===== config.mk =====
export PLATFORM = sky130hd
export DESIGN_NAME = fetch_pc_sequencer
export DESIGN_NICKNAME = d
export VERILOG_FILES = /design/src/rtl/fetch_pkg.sv /design/src/rtl/pc_next_mux.sv /design/src/rtl/fetch_pc_sequencer.sv
export SDC_FILE = /design/constraint.sdc
export NUM_CORES = 1
export LEC_CHECK = 0
export ABC_AREA = 0
export BUFFER_PORTS_ARGS = -buffer_cell sky130_fd_sc_hd__buf_2
export CORE_MARGIN = 5
export CORE_UTILIZATION = 37
export CTS_BUF_LIST = sky130_fd_sc_hd__clkbuf_16
export CTS_CLUSTER_SIZE = 16
export DETAILED_ROUTE_END_ITERATION = 6
export GPL_TIMING_DRIVEN = 0
export PLACE_DENSITY = 0.73
export SLEW_MARGIN = 20
export SYNTH_ARGS = -nofsm -noshare
export SYNTH_HDL_FRONTEND = slang
export SYNTH_SLANG_ARGS = --single-unit

===== constraint.sdc =====
create_clock -name clk -period 2 [get_ports clk]
set_clock_uncertainty 0.1 [all_clocks]
set_input_delay 0.2 -clock clk [delete_from_list [all_inputs] [get_ports clk]]
set_output_delay 0.2 -clock clk [all_outputs]
set_load 0.005 [all_outputs]

===== src/rtl/fetch_pkg.sv =====
// +----------------------------------------------------------------------------+
// | fetch_pkg: shared constants and FSM encoding for the fetch PC sequencer.  |
// | Revision: 1.0                                                              |
// +----------------------------------------------------------------------------+
`default_nettype none

package fetch_pkg;

  localparam int          c_default_width       = 32;
  localparam logic [31:0] c_default_reset_pc    = 32'h0000_0000;
  localparam logic [31:0] c_default_pc_step     = 32'd4;
  localparam logic [31:0] c_default_trap_vector = 32'h0000_0080;

  typedef enum logic [1:0] {
    S_BOOT  = 2'd0,
    S_RUN   = 2'd1,
    S_STALL = 2'd2,
    S_HALT  = 2'd3
  } fetch_state_t;

endpackage

`default_nettype wire


===== src/rtl/pc_next_mux.sv =====
// +----------------------------------------------------------------------------+
// | pc_next_mux: priority select of the next PC (halt > jump > branch >       |
// | stall > sequential). Honours macro PC_MISALIGN_TRAP_EN.                   |
// | Revision: 1.0                                                              |
// +----------------------------------------------------------------------------+
`default_nettype none

module pc_next_mux
  import fetch_pkg::*;
#(
  parameter int               WIDTH       = c_default_width,
  parameter logic [WIDTH-1:0] TRAP_VECTOR = WIDTH'(c_default_trap_vector)
) (
  input  logic [WIDTH-1:0] pc_cur,
  input  logic [WIDTH-1:0] add_out,
  input  logic [WIDTH-1:0] jump_target,
  input  logic [WIDTH-1:0] branch_target,
  input  logic             halt_req,
  input  logic             jump,
  input  logic             branch_taken,
  input  logic             stall,
  output logic [WIDTH-1:0] next_pc,
  output logic             redirect,
  output logic             bad_target
);

  logic [WIDTH-1:0] w_target;

  always_comb begin
    w_target   = jump ? jump_target : branch_target;
    redirect   = !halt_req && (jump || branch_taken);
    bad_target = 1'b0;
    next_pc    = add_out;
    if (halt_req) begin
      next_pc = pc_cur;
    end else if (redirect) begin
`ifdef PC_MISALIGN_TRAP_EN
      if (w_target[1:0] != 2'b00) begin
        next_pc    = TRAP_VECTOR;
        bad_target = 1'b1;
      end else begin
        next_pc = w_target;
      end
`else
      next_pc = {w_target[WIDTH-1:2], 2'b00};
`endif
    end else if (stall) begin
      next_pc = pc_cur;
    end
  end

endmodule

`default_nettype wire


===== src/rtl/fetch_pc_sequencer.sv =====
// +----------------------------------------------------------------------------+
// | fetch_pc_sequencer: owns the fetch PC, drives the PC+STEP adder and       |
// | arbitrates halt/jump/branch/stall. Honours macro PC_MISALIGN_TRAP_EN.     |
// | Revision: 1.0                                                              |
// +----------------------------------------------------------------------------+
`default_nettype none

module fetch_pc_sequencer
  import fetch_pkg::*;
#(
  parameter int               WIDTH       = c_default_width,
  parameter logic [WIDTH-1:0] RESET_PC    = WIDTH'(c_default_reset_pc),
  parameter logic [WIDTH-1:0] PC_STEP     = WIDTH'(c_default_pc_step),
  parameter logic [WIDTH-1:0] TRAP_VECTOR = WIDTH'(c_default_trap_vector)
) (
  input  logic             clk,
  input  logic             rst_n,
  input  logic             stall,
  input  logic             branch_taken,
  input  logic [WIDTH-1:0] branch_target,
  input  logic             jump,
  input  logic [WIDTH-1:0] jump_target,
  input  logic             halt_req,
  input  logic [WIDTH-1:0] add_out,
  output logic [WIDTH-1:0] add_a,
  output logic [WIDTH-1:0] add_b,
  output logic [WIDTH-1:0] pc_out,
  output logic [WIDTH-1:0] npc_out,
  output logic             if_valid,
  output logic             flush_ifid,
  output logic             halted,
  output logic             misalign
);

  fetch_state_t     r_state, w_state_nxt;
  logic [WIDTH-1:0] r_pc, r_npc, w_pc_nxt, w_npc_nxt;
  logic             r_if_valid, r_flush, r_misalign;
  logic             w_if_valid_nxt, w_flush_nxt, w_misalign_nxt;
  logic [WIDTH-1:0] w_mux_pc;
  logic             w_redirect, w_bad_target;

  pc_next_mux #(
    .WIDTH       (WIDTH),
    .TRAP_VECTOR (TRAP_VECTOR)
  ) u_pc_next_mux (
    .pc_cur        (r_pc),
    .add_out       (add_out),
    .jump_target   (jump_target),
    .branch_target (branch_target),
    .halt_req      (halt_req),
    .jump          (jump),
    .branch_taken  (branch_taken),
    .stall         (stall),
    .next_pc       (w_mux_pc),
    .redirect      (w_redirect),
    .bad_target    (w_bad_target)
  );

  always_ff @(posedge clk or negedge rst_n) begin
    if (!rst_n) begin
      r_state    <= S_BOOT;
      r_pc       <= RESET_PC;
      r_npc      <= '0;
      r_if_valid <= 1'b0;
      r_flush    <= 1'b0;
      r_misalign <= 1'b0;
    end else begin
      r_state    <= w_state_nxt;
      r_pc       <= w_pc_nxt;
      r_npc      <= w_npc_nxt;
      r_if_valid <= w_if_valid_nxt;
      r_flush    <= w_flush_nxt;
      r_misalign <= w_misalign_nxt;
    end
  end

  // BOOT and HALT never advance the PC; only RUN/STALL consult the mux.
  always_comb begin
    w_state_nxt    = r_state;
    w_pc_nxt       = r_pc;
    w_npc_nxt      = r_npc;
    w_if_valid_nxt = 1'b0;
    w_flush_nxt    = 1'b0;
    w_misalign_nxt = r_misalign;
    case (r_state)
      S_BOOT: w_state_nxt = halt_req ? S_HALT : S_RUN;
      S_RUN, S_STALL: begin
        if (halt_req) begin
          w_state_nxt = S_HALT;
        end else if (w_redirect) begin
          w_state_nxt    = S_RUN;
          w_pc_nxt       = w_mux_pc;
          w_flush_nxt    = 1'b1;
          w_misalign_nxt = r_misalign | w_bad_target;
        end else if (stall) begin
          w_state_nxt = S_STALL;
        end else begin
          w_state_nxt    = S_RUN;
          w_pc_nxt       = w_mux_pc;
          w_npc_nxt      = w_mux_pc;
          w_if_valid_nxt = 1'b1;
        end
      end
      S_HALT:  w_state_nxt = S_HALT;
      default: w_state_nxt = S_BOOT;
    endcase
  end

  assign add_a      = r_pc;
  assign add_b      = PC_STEP;
  assign pc_out     = r_pc;
  assign npc_out    = r_npc;
  assign if_valid   = r_if_valid;
  assign flush_ifid = r_flush;
  assign halted     = (r_state == S_HALT);
  // Without the trap feature w_bad_target is constant 0, so this is tied low.
  assign misalign   = r_misalign;

endmodule

`default_nettype wire


==> flow_metrics.env, run 1 <==
export IMPL_required_ns=2.11
export IMPL_synthSimpleGateAreaFrac_pct=6.64
export IMPL_first_pass_iters=7
export IMPL_synth_top_area_share_pct=43.4
export IMPL_num_vias=4339
export IMPL_synth_top_family_by_area="compound AO/OA/AOI/OAI gates"
export IMPL_violations="negative setup slack"
export IMPL_min_period_ns=2.14
export IMPL_drt_initial_drc_count=385
export IMPL_syn_inst=408
export IMPL_area_growth_syn_to_layout_pct=56.4
export IMPL_port_buffers=195
export IMPL_io_pins=234
export IMPL_first_global_vias=4493
export IMPL_rsz0062_at_grt="true"
export IMPL_grt_use_total_pct=22.7
export IMPL_relSlewSlack_pct=42.9
export IMPL_pwr_share_seq_pct=31.1
export IMPL_synthArstFlopShare_pct=100
export IMPL_synthAdderAreaFrac_pct=0.638
export IMPL_grt_max_degree=37
export IMPL_cp_top_family="simple AND/OR/NAND/NOR gates"
export IMPL_overflow=0
export IMPL_synth_compound_area_share_pct=30.7
export IMPL_post_route_util_pct=59.4
export IMPL_setup_viol=35
export IMPL_setup_slack_ns=-0.136
export IMPL_synthesis_area_um2=3920
export IMPL_synthTopCellsByArea="dfrtp_1 (43%), o31ai_1 (17%), buf_4 (12%), o21ai_0 (7.9%), o22ai_1 (4.6%)"
export IMPL_peakVddDrop_mv=0.573
export IMPL_core_um2=10300
export IMPL_syn_area_per_cell_um2=9.61
export IMPL_synth_largest_area_cell="dfrtp_1"
export IMPL_yosysUniqueCellTypes=29
export IMPL_chipHeight_um=113
export IMPL_die_x_um=113
export IMPL_synth_xor_area_share_pct=0
export IMPL_yosysSeqAreaShare_pct=43.4
export IMPL_gp_congestion=0.888
export IMPL_start_kind="register"
export IMPL_numCtsBuffers=9
export IMPL_hp_class="in -> reg"
export IMPL_htree_levels=3
export IMPL_worst_slew_pin_slew_ns=0.857
export IMPL_ys_flop_type="dfrtp_1"
export IMPL_final_antenna_net_count=0
export IMPL_arrival_ns=2.24
export IMPL_power_switching_mw=2.90
export IMPL_grt_pass1_wl_mm=23.1
export IMPL_finalCritPeriodShare_pct=107
export IMPL_cts_sinks=68
export IMPL_outcome="complete, but fails checks"
export IMPL_drc=0
export IMPL_fin_setup_tns_ns=-2.76
export IMPL_synth_mux_area_share_pct=0.574
export IMPL_p_per_area_nw_per_um2=1340
export IMPL_drive_gt1_share_pct=55.0
export IMPL_synth_edf_count=0
export IMPL_swShare_pct=35.2
export IMPL_vias_per_cell=5.45
export IMPL_final_nets=759
export IMPL_fmax_mhz=468
export IMPL_yosys_top_cells_count="o31ai_1 (87), dfrtp_1 (68), buf_4 (65)"
export IMPL_cp_num_buf_inv=3
export IMPL_wl_mm=15.3
export IMPL_dieArea_um2=12800
export IMPL_antenna_found_initial=0
export IMPL_cts_root_buf="clkbuf_16"
export IMPL_end_kind="register"
export IMPL_power_internal_mw=5.33
export IMPL_hpwl_mm=11.0
export IMPL_maxSlewViolCount=0
export IMPL_cts_clk_slew_worst_paths_ns=0.06
export IMPL_combPwrFrac_pct=46.4
export IMPL_crit_chain="inv_2, ha_4, or4b_4, or2_1, buf_6, buf_6, mux2_2"
export IMPL_start_util_pct=38.0
export IMPL_critPathMaxStageDelay_ns=0.46
export IMPL_cap_violations=0
export IMPL_timing_worst_setup_path_type="reg -> reg"
export IMPL_ys_warnings_count=0
export IMPL_cts_max_path_buffers=2
export IMPL_routedWlPerCell_um=19.2
export IMPL_rows=37
export IMPL_cts_tree="built"
export IMPL_total_power_mw=8.23
export IMPL_critPathSlowestCell="or4b_4"
export IMPL_p_leak_nw=2.95
export IMPL_report_final_hold_viol_count=0
export IMPL_antenna_cells=0
export IMPL_worstSkewPairLatency_ns=0.32
export IMPL_cp_max_fo=5
export IMPL_crit_top_cell="buf_6"
export IMPL_yosys_cell_count_top_type="o31ai_1"
export IMPL_ys_ff_latch=68
export IMPL_power_share_clock_pct=22.6
[cell usage in the layout (no fill, tap or decap), types with 2 or more instances in the layout]
cell type,n
or3_1,29
inv_2,2
o21ai_2,17
o31ai_1,53
mux2_2,2
conb_1,33
o22ai_1,29
o21ai_1,9
buf_4,76
buf_6,4
clkbuf_16,9
o31ai_4,19
bufinv_16,3
o31ai_2,15
clkbuf_2,2
buf_2,196
o21ai_0,33
clkbuf_1,24
buf_12,3
clkinv_4,2
nand2b_1,3
o21ai_4,3
a22o_1,2
dfrtp_1,68
nor2_1,2
[metal layers]
metal  vias to the layer above  track usage, %  part of all wire (%)
met2                       264            37.8                    50
li1                       1951               -                     -
met1                      2087            28.7                    39
met3                        37            4.49                   8.5
met5                         -               0                     0
met4                         0            10.0                   2.8
[cells by family (layout without fill, tap and decap cells)]
kind of cell,after synthesis,in the layout
flip-flops,68,68
multiplexers,2,2
adder cells (fa/ha/maj),2,2
AND/OR/NAND/NOR,41,41
AO/OA/AOI/OAI,185,185
buffers and inverters,108,329
other,2,33
[cell type report]
class	instances	area, um2
Buffer	103	713
Clock buffer	9	225
Clock inverter	7	124
Fill cell	890	4190
Inverter	4	17.5
Multi-Input combinational cell	263	2080
Sequential cell	68	1700
Tap cell	136	170
Timing Repair Buffer	206	1100
[worst reg2reg max path, cell delays in order, from the launching register on]
cell and delay, ns:
dfrtp_1 0.38, inv_2 0.06, ha_4 0.26, or4b_4 0.46, or2_1 0.23, buf_6 0.15, buf_6 0.13, mux2_2 0.26
[power by group through the flow]
stage,logic (mW),clock network [mW],registers [mW]
final,3.81,1.86,2.56
after floorplan,1.61,0,2.47
after detailed placement,3.18,0,2.49
after CTS,3.49,1.87,2.49
after global placement,3.10,0,2.47
after global routing,4.12,1.93,2.64
[metrics by stage]
step	cells	setup WS, ns	area (um2)	hold slack [ns]
after floorplan	439	-0.000958	4050	-0.196
after CTS	793	-0.127	5870	0.00605
after global routing	796	-0.180	6130	0.0118
final	796	-0.136	6130	0.0207
after detailed placement	771	-0.165	5220	0.0722
after global placement	770	-0.0982	5200	0.336
[what timing repair did]
action / 4_1_cts / 5_1_grt
endpoints found under the setup margin: 52 / 64
resized for setup: 56 / 77
gates cloned: 1 / 0
endpoints found under the hold margin: 32 / 0
setup buffers: 5 / 3
hold buffers: 1 / 0
pin swaps: 13 / 1
[worst paths after layout]
check,cells past startpoint,endpoint,slack (ns),start
worst max register to register,7,npc_out[0]$_DFFE_PN0P_,-0.14,r_state[0]$_DFF_PN0_
worst max-delay path,7,npc_out[0]$_DFFE_PN0P_,-0.14,r_state[0]$_DFF_PN0_
worst min-delay path,2,add_a[1]$_DFFE_PN0P_,0.02,add_out[1]
max in group asynchronous,3,npc_out[17]$_DFFE_PN0P_,1.00,rst_n
worst min register to register,2,npc_out[21]$_DFFE_PN0P_,0.40,npc_out[21]$_DFFE_PN0P_
min in group asynchronous,2,add_a[4]$_DFFE_PN0P_,0.24,rst_n
[sequential cells by signal (all words and copies together) (netlist names)]
signal,cells
flush_ifid,1
npc_out,32
add_a,32
r_state,2
if_valid,1
(Power assumes the default switching activity.)
==> inputs of run 2 (changes only) <==
TNS_END_PERCENT = 20   (was default)
==> run 2 against run 1 <==
Net effect:
- the flow still finishes with violations (negative setup slack)
- cell area decreased by 5.2%
- maximum frequency decreased by 2.3%
- cell count decreased by 1.0%
- via count decreased by 0.51%
- count of clock-buffer cells in the layout unchanged
- critical endpoint is now npc_out[8]$_DFFE_PN0P_
==> flow_metrics.env, run 2 (synthesized netlist as in run 1, its figures left out) <==
export IMPL_outcome="complete, but fails checks"
export IMPL_violations="negative setup slack"
export IMPL_setup_slack_ns=-0.186
export IMPL_antenna_found_initial=0
export IMPL_worst_slew_pin_slew_ns=0.689
export IMPL_num_vias=4317
export IMPL_numCtsBuffers=9
export IMPL_overflow=0
export IMPL_cts_max_path_buffers=2
export IMPL_hpwl_mm=11.3
export IMPL_post_route_util_pct=56.3
export IMPL_finalCritPeriodShare_pct=109
export IMPL_dieArea_um2=12800
export IMPL_final_common_cell="buf_2"
export IMPL_layout_common_cells="buf_2 (194), buf_4 (68), dfrtp_1 (68)"
export IMPL_setup_reg_to_reg_worst_slack_ns=-0.19
export IMPL_end_kind="register"
export IMPL_fin_cells=788
export IMPL_grt_max_degree=36
export IMPL_drt_initial_drc_count=346
export IMPL_fmax_mhz=457
export IMPL_final_nets=751
export IMPL_grt_pass1_wl_mm=23.3
export IMPL_gp_congestion=0.902
export IMPL_vias_per_cell=5.48
export IMPL_cts_clk_slew_worst_paths_ns=0.06
export IMPL_multiInputGateArea_um2=1890
export IMPL_p_leak_nw=2.84
export IMPL_required_ns=2.08
export IMPL_io_pins=234
export IMPL_timing_worst_setup_path_type="reg -> reg"
export IMPL_p_per_area_nw_per_um2=1320
export IMPL_port_buffers=195
export IMPL_min_period_ns=2.19
export IMPL_cts_tree="built"
export IMPL_placed_cells=771
export IMPL_antenna_cells=0
export IMPL_rows=37
export IMPL_regArea_um2=1700
export IMPL_fill_cells=922
export IMPL_final_antenna_net_count=0
export IMPL_area_growth_syn_to_layout_pct=48.3
export IMPL_cap_violations=0
export IMPL_crit_chain="inv_2, ha_4, or4b_4, clkbuf_1, o21ai_1, o31ai_4"
export IMPL_wl_mm=15.5
export IMPL_drc=0
export IMPL_first_pass_iters=5
export IMPL_critPathMaxStageDelay_ns=0.48
export IMPL_rsz0062_at_grt="true"
export IMPL_first_global_vias=4555
export IMPL_chipHeight_um=113
export IMPL_arrival_ns=2.27
export IMPL_power_share_clock_pct=21.8
export IMPL_cp_max_fo=10
export IMPL_worstSetupStartpoint="r_state[0]$_DFF_PN0_"
export IMPL_grt_use_total_pct=23.0
export IMPL_r2r_start="r_state[0]$_DFF_PN0_"
export IMPL_cts_root_buf="clkbuf_16"
export IMPL_place_ws_ns=-0.200
export IMPL_die_x_um=113
export IMPL_combPwrFrac_pct=45.6
export IMPL_start_kind="register"
export IMPL_swShare_pct=35.3
export IMPL_total_power_mw=7.70
export IMPL_cts_sinks=68
export IMPL_pwr_share_seq_pct=32.6
export IMPL_power_switching_mw=2.72
export IMPL_min_from="add_out[0]"
export IMPL_critPathSlowestCell="or4b_4"
export IMPL_setup_viol=32
export IMPL_start_util_pct=38.0
export IMPL_htree_levels=3
export IMPL_hp_class="in -> reg"
export IMPL_core_um2=10300
export IMPL_worstSkewPairLatency_ns=0.32
export IMPL_report_final_hold_viol_count=0
export IMPL_maxSlewViolCount=0
export IMPL_power_internal_mw=4.98
export IMPL_drive_gt1_share_pct=48.6
export IMPL_relSlewSlack_pct=54.0
export IMPL_whs_ns=0.0102
export IMPL_routedWlPerCell_um=19.7
export IMPL_peakVddDrop_mv=0.627
run 2: cell type report:
class                   instances  share of cell area, %
multi-input cells             263                   32.5
flip-flops and latches         68                   29.3
repair buffers                197                   17.3
plain buffers                 104                   12.3
clock buffers                   9                   3.87
well taps                     136                   2.93
clock inverters                 7                   1.59
inverters                       4                  0.258
run 2: path summary, 6_finish.rpt:
check                                               to  depth (start not counted)
worst max register to register  npc_out[8]$_DFFE_PN0P_                          6
worst min-delay path              add_a[0]$_DFFE_PN0P_                          2
min in group asynchronous        add_a[17]$_DFFE_PN0P_                          2
worst min register to register  npc_out[0]$_DFFE_PN0P_                          1
worst max-delay path            npc_out[8]$_DFFE_PN0P_                          6
max in group asynchronous         r_state[1]$_DFF_PN0_                          3
run 2: metrics by stage:
step | TNS (ns) | area (um2)
floorplan | -0.0232 | 4050
global placement | -2.95 | 5200
detailed placement | -5.10 | 5220
CTS | -4.03 | 5660
global route | -6.17 | 5820
finish | -3.93 | 5820
run 2: worst max-delay path, delay by kind of cell, from the launching register on:
family / cells / cell delay (ns)
AOI/OAI and AO/OA: 2 / 0.46
adders and majority gates: 1 / 0.27
buffers and inverters: 2 / 0.36
DFF: 1 / 0.37
and+or+nand+nor: 1 / 0.48
run 2: layer usage:
layer | routed length, um | up-vias | global-route usage, %
li1 | - | 1940 | -
met1 | 6280 | 2070 | 28.5
met2 | 7600 | 277 | 38.3
met3 | 1410 | 30 | 5.88
met4 | 229 | 0 | 9.13
met5 | 0 | - | 0
run 2: what timing repair did:
item | in CTS | in global routing
buffers inserted | 0 | 0
resized for setup | 22 | 45
endpoints found under the hold margin | 34 | 0
setup endpoints to repair | 32 | 63
hold buffers | 1 | 0
pin swaps | 3 | 2
cloned | 0 | 0
run 2: power groups by stage:
stage	Combinational, mW	Sequential (mW)	Clock (mW)
final	3.51	2.51	1.68
after global routing	3.85	2.59	1.75
after CTS	3.31	2.50	1.69
after detailed placement	3.18	2.51	0
after global placement	3.11	2.48	0
after floorplan	1.61	2.47	0
==> inputs of run 3 (changes only) <==
ABC_AREA = 1   (was 0)
PLACE_DENSITY = 0.71   (was 0.73)
==> run 3 against run 2 <==
Net effect:
- the flow now finishes without violations
- synthesized cell count rose by 52%
- combinational power fell by 6.0%
- area after synthesis rose by 8.8%
- die area rose by 8.0%
- via count fell by 0.67%
- global-route usage fell by 3.4 points
- core utilization fell by 4.2 points
- first-iteration DRC count fell by 14%
- largest power group unchanged
- highest routed layer unchanged
==> flow_metrics.env, run 3 <==
export IMPL_yosysSeqAreaShare_pct=39.9
export IMPL_pwr_share_seq_pct=32.9
export IMPL_required_ns=2.11
export IMPL_combPwrFrac_pct=43.3
export IMPL_grt_pass1_wl_mm=22.0
export IMPL_antenna_cells=0
export IMPL_cts_resized=0
export IMPL_start_util_pct=37.5
export IMPL_maxSlewViolCount=0
export IMPL_p_per_area_nw_per_um2=1280
export IMPL_num_vias=4288
export IMPL_power_switching_mw=2.69
export IMPL_first_global_vias=4229
export IMPL_multiInputGateArea_um2=1650
export IMPL_rows=39
export IMPL_yosys_cell_count_top_type="nand2_1"
export IMPL_relSlewSlack_pct=64.1
export IMPL_layout_common_cells="nand2_1 (283), buf_2 (216), inv_1 (97)"
export IMPL_syn_area_per_cell_um2=6.86
export IMPL_whs_ns=0.0349
export IMPL_outcome="finished, final reports clean"
export IMPL_min_period_ns=1.68
export IMPL_drt_initial_drc_count=297
export IMPL_chipHeight_um=117
export IMPL_htree_levels=3
export IMPL_synthesis_area_um2=4270
export IMPL_p_leak_nw=3.89
export IMPL_ys_flop_type="dfrtp_1"
export IMPL_ys_ff_latch=68
export IMPL_cts_tree="built"
export IMPL_power_internal_mw=4.93
export IMPL_synth_top_area_share_pct=39.9
export IMPL_worst_slew_pin_slew_ns=0.539
export IMPL_synth_edf_count=0
export IMPL_regArea_um2=1700
export IMPL_yosysUniqueCellTypes=21
export IMPL_end_kind="register"
export IMPL_routedWlPerCell_um=13.4
export IMPL_grt_use_total_pct=19.6
export IMPL_gp_congestion=0.859
export IMPL_core_um2=11400
export IMPL_dieArea_um2=13800
export IMPL_cts_clk_slew_worst_paths_ns=0.06
export IMPL_numCtsBuffers=9
export IMPL_final_antenna_net_count=0
export IMPL_wl_mm=13.5
export IMPL_timing_worst_setup_path_type="reg -> reg"
export IMPL_start_kind="register"
export IMPL_cts_max_path_buffers=2
export IMPL_postCtsSetupBuffers=0
export IMPL_cp_max_fo=10
export IMPL_synthArstFlopShare_pct=100
export IMPL_fill_cells=1177
export IMPL_final_nets=967
export IMPL_worstSkewPairLatency_ns=0.32
export IMPL_hpwl_mm=10.5
export IMPL_drc=0
export IMPL_grt_max_degree=39
export IMPL_drive_gt1_share_pct=35.9
export IMPL_final_common_cell="nand2_1"
export IMPL_swShare_pct=35.2
export IMPL_synth_largest_area_cell="dfrtp_1"
export IMPL_hp_class="in -> reg"
export IMPL_ys_warnings_count=0
export IMPL_syn_inst=622
export IMPL_finalCritPeriodShare_pct=84.2
export IMPL_power_share_clock_pct=23.8
export IMPL_antenna_found_initial=0
export IMPL_report_final_hold_viol_count=0
export IMPL_setup_viol=0
export IMPL_cts_sinks=68
export IMPL_port_buffers=195
export IMPL_io_pins=234
export IMPL_fin_setup_tns_ns=0
export IMPL_arrival_ns=1.79
export IMPL_fmax_mhz=594
export IMPL_cap_violations=0
export IMPL_die_x_um=117
export IMPL_yosys_top_cells_count="nand2_1 (283), inv_1 (96), buf_4 (68), dfrtp_1 (68), nand3_1 (31)"
export IMPL_synthTopCellsByArea="dfrtp_1 (40%), nand2_1 (25%), buf_4 (12%), inv_1 (8.4%), nand4_1 (4.4%)"
export IMPL_first_pass_iters=4
export IMPL_area_growth_syn_to_layout_pct=39.0
export IMPL_rsz0062_at_grt="false"
export IMPL_vias_per_cell=4.24
export IMPL_cts_root_buf="clkbuf_16"
export IMPL_peakVddDrop_mv=0.590
export IMPL_overflow=0
export IMPL_holdBufCountCts=3
## run 3: power by group through the flow
stage | clock network (mW) | logic, mW | registers [mW]
6_report | 1.81 | 3.30 | 2.51
5_1_grt | 1.91 | 3.73 | 2.61
4_1_cts | 1.86 | 3.36 | 2.51
3_5_place_dp | 0 | 3.35 | 2.52
3_3_place_gp | 0 | 3.29 | 2.51
2_1_floorplan | 0 | 1.75 | 2.53
## run 3: cells by family after synthesis
logic type / Yosys count / share of synthesized area, %
simple gates: 352 / 34.4
buf+inv: 195 / 24.3
flops: 68 / 39.9
compound gates: 3 / 0.616
fa+ha+maj: 2 / 0.586
other cells: 2 / 0.176
## run 3: per-stage QoR
stage | instance area (um2) | cells | util [%] | setup slack [ns] | power, mW
floorplan | 4380 | 653 | - | 0.576 | 4.28
global placement | 5540 | 991 | 48.7 | 0.225 | 5.80
detailed placement | 5560 | 992 | 48.9 | 0.325 | 5.87
CTS | 5930 | 1011 | 52.2 | 0.307 | 7.73
global route | 5930 | 1011 | 52.2 | 0.170 | 8.25
finish | 5930 | 1011 | 52.2 | 0.316 | 7.62
## run 3: final timing paths
check | startpoint | end | slack [ns] | cells after the start
min in group asynchronous | rst_n | npc_out[30]$_DFFE_PN0P_ | 0.26 | 2
min | add_out[7] | npc_out[7]$_DFFE_PN0P_ | 0.03 | 3
max in group asynchronous | rst_n | npc_out[12]$_DFFE_PN0P_ | 0.97 | 3
min reg2reg | npc_out[14]$_DFFE_PN0P_ | npc_out[14]$_DFFE_PN0P_ | 0.38 | 2
max | r_state[0]$_DFF_PN0_ | npc_out[17]$_DFFE_PN0P_ | 0.32 | 8
max reg2reg | r_state[0]$_DFF_PN0_ | npc_out[17]$_DFFE_PN0P_ | 0.32 | 8
## run 3: final cells by class
class | count | area share [%]
inverter | 99 | 6.26
multi-input combinational | 390 | 27.7
timing repair buffer | 199 | 17.3
clock inverter | 7 | 1.94
tap | 143 | 3.02
buffer | 96 | 11.2
sequential | 68 | 28.7
clock buffer | 9 | 3.80
## run 3: worst max-delay path: stages, from the launching register on
cell	delay [ns]
dfrtp_1	0.35
inv_1	0.05
ha_1	0.31
nand2_1	0.09
inv_2	0.13
nand3_2	0.15
buf_2	0.25
nand2_1	0.09
nand2_1	0.06
## run 3: metal layers
layer | GRT usage [%] | routed length, um
met1 | 24.7 | 5710
met2 | 33.0 | 6580
met3 | 6.50 | 1170
met4 | 3.48 | 92
met5 | 0 | 0
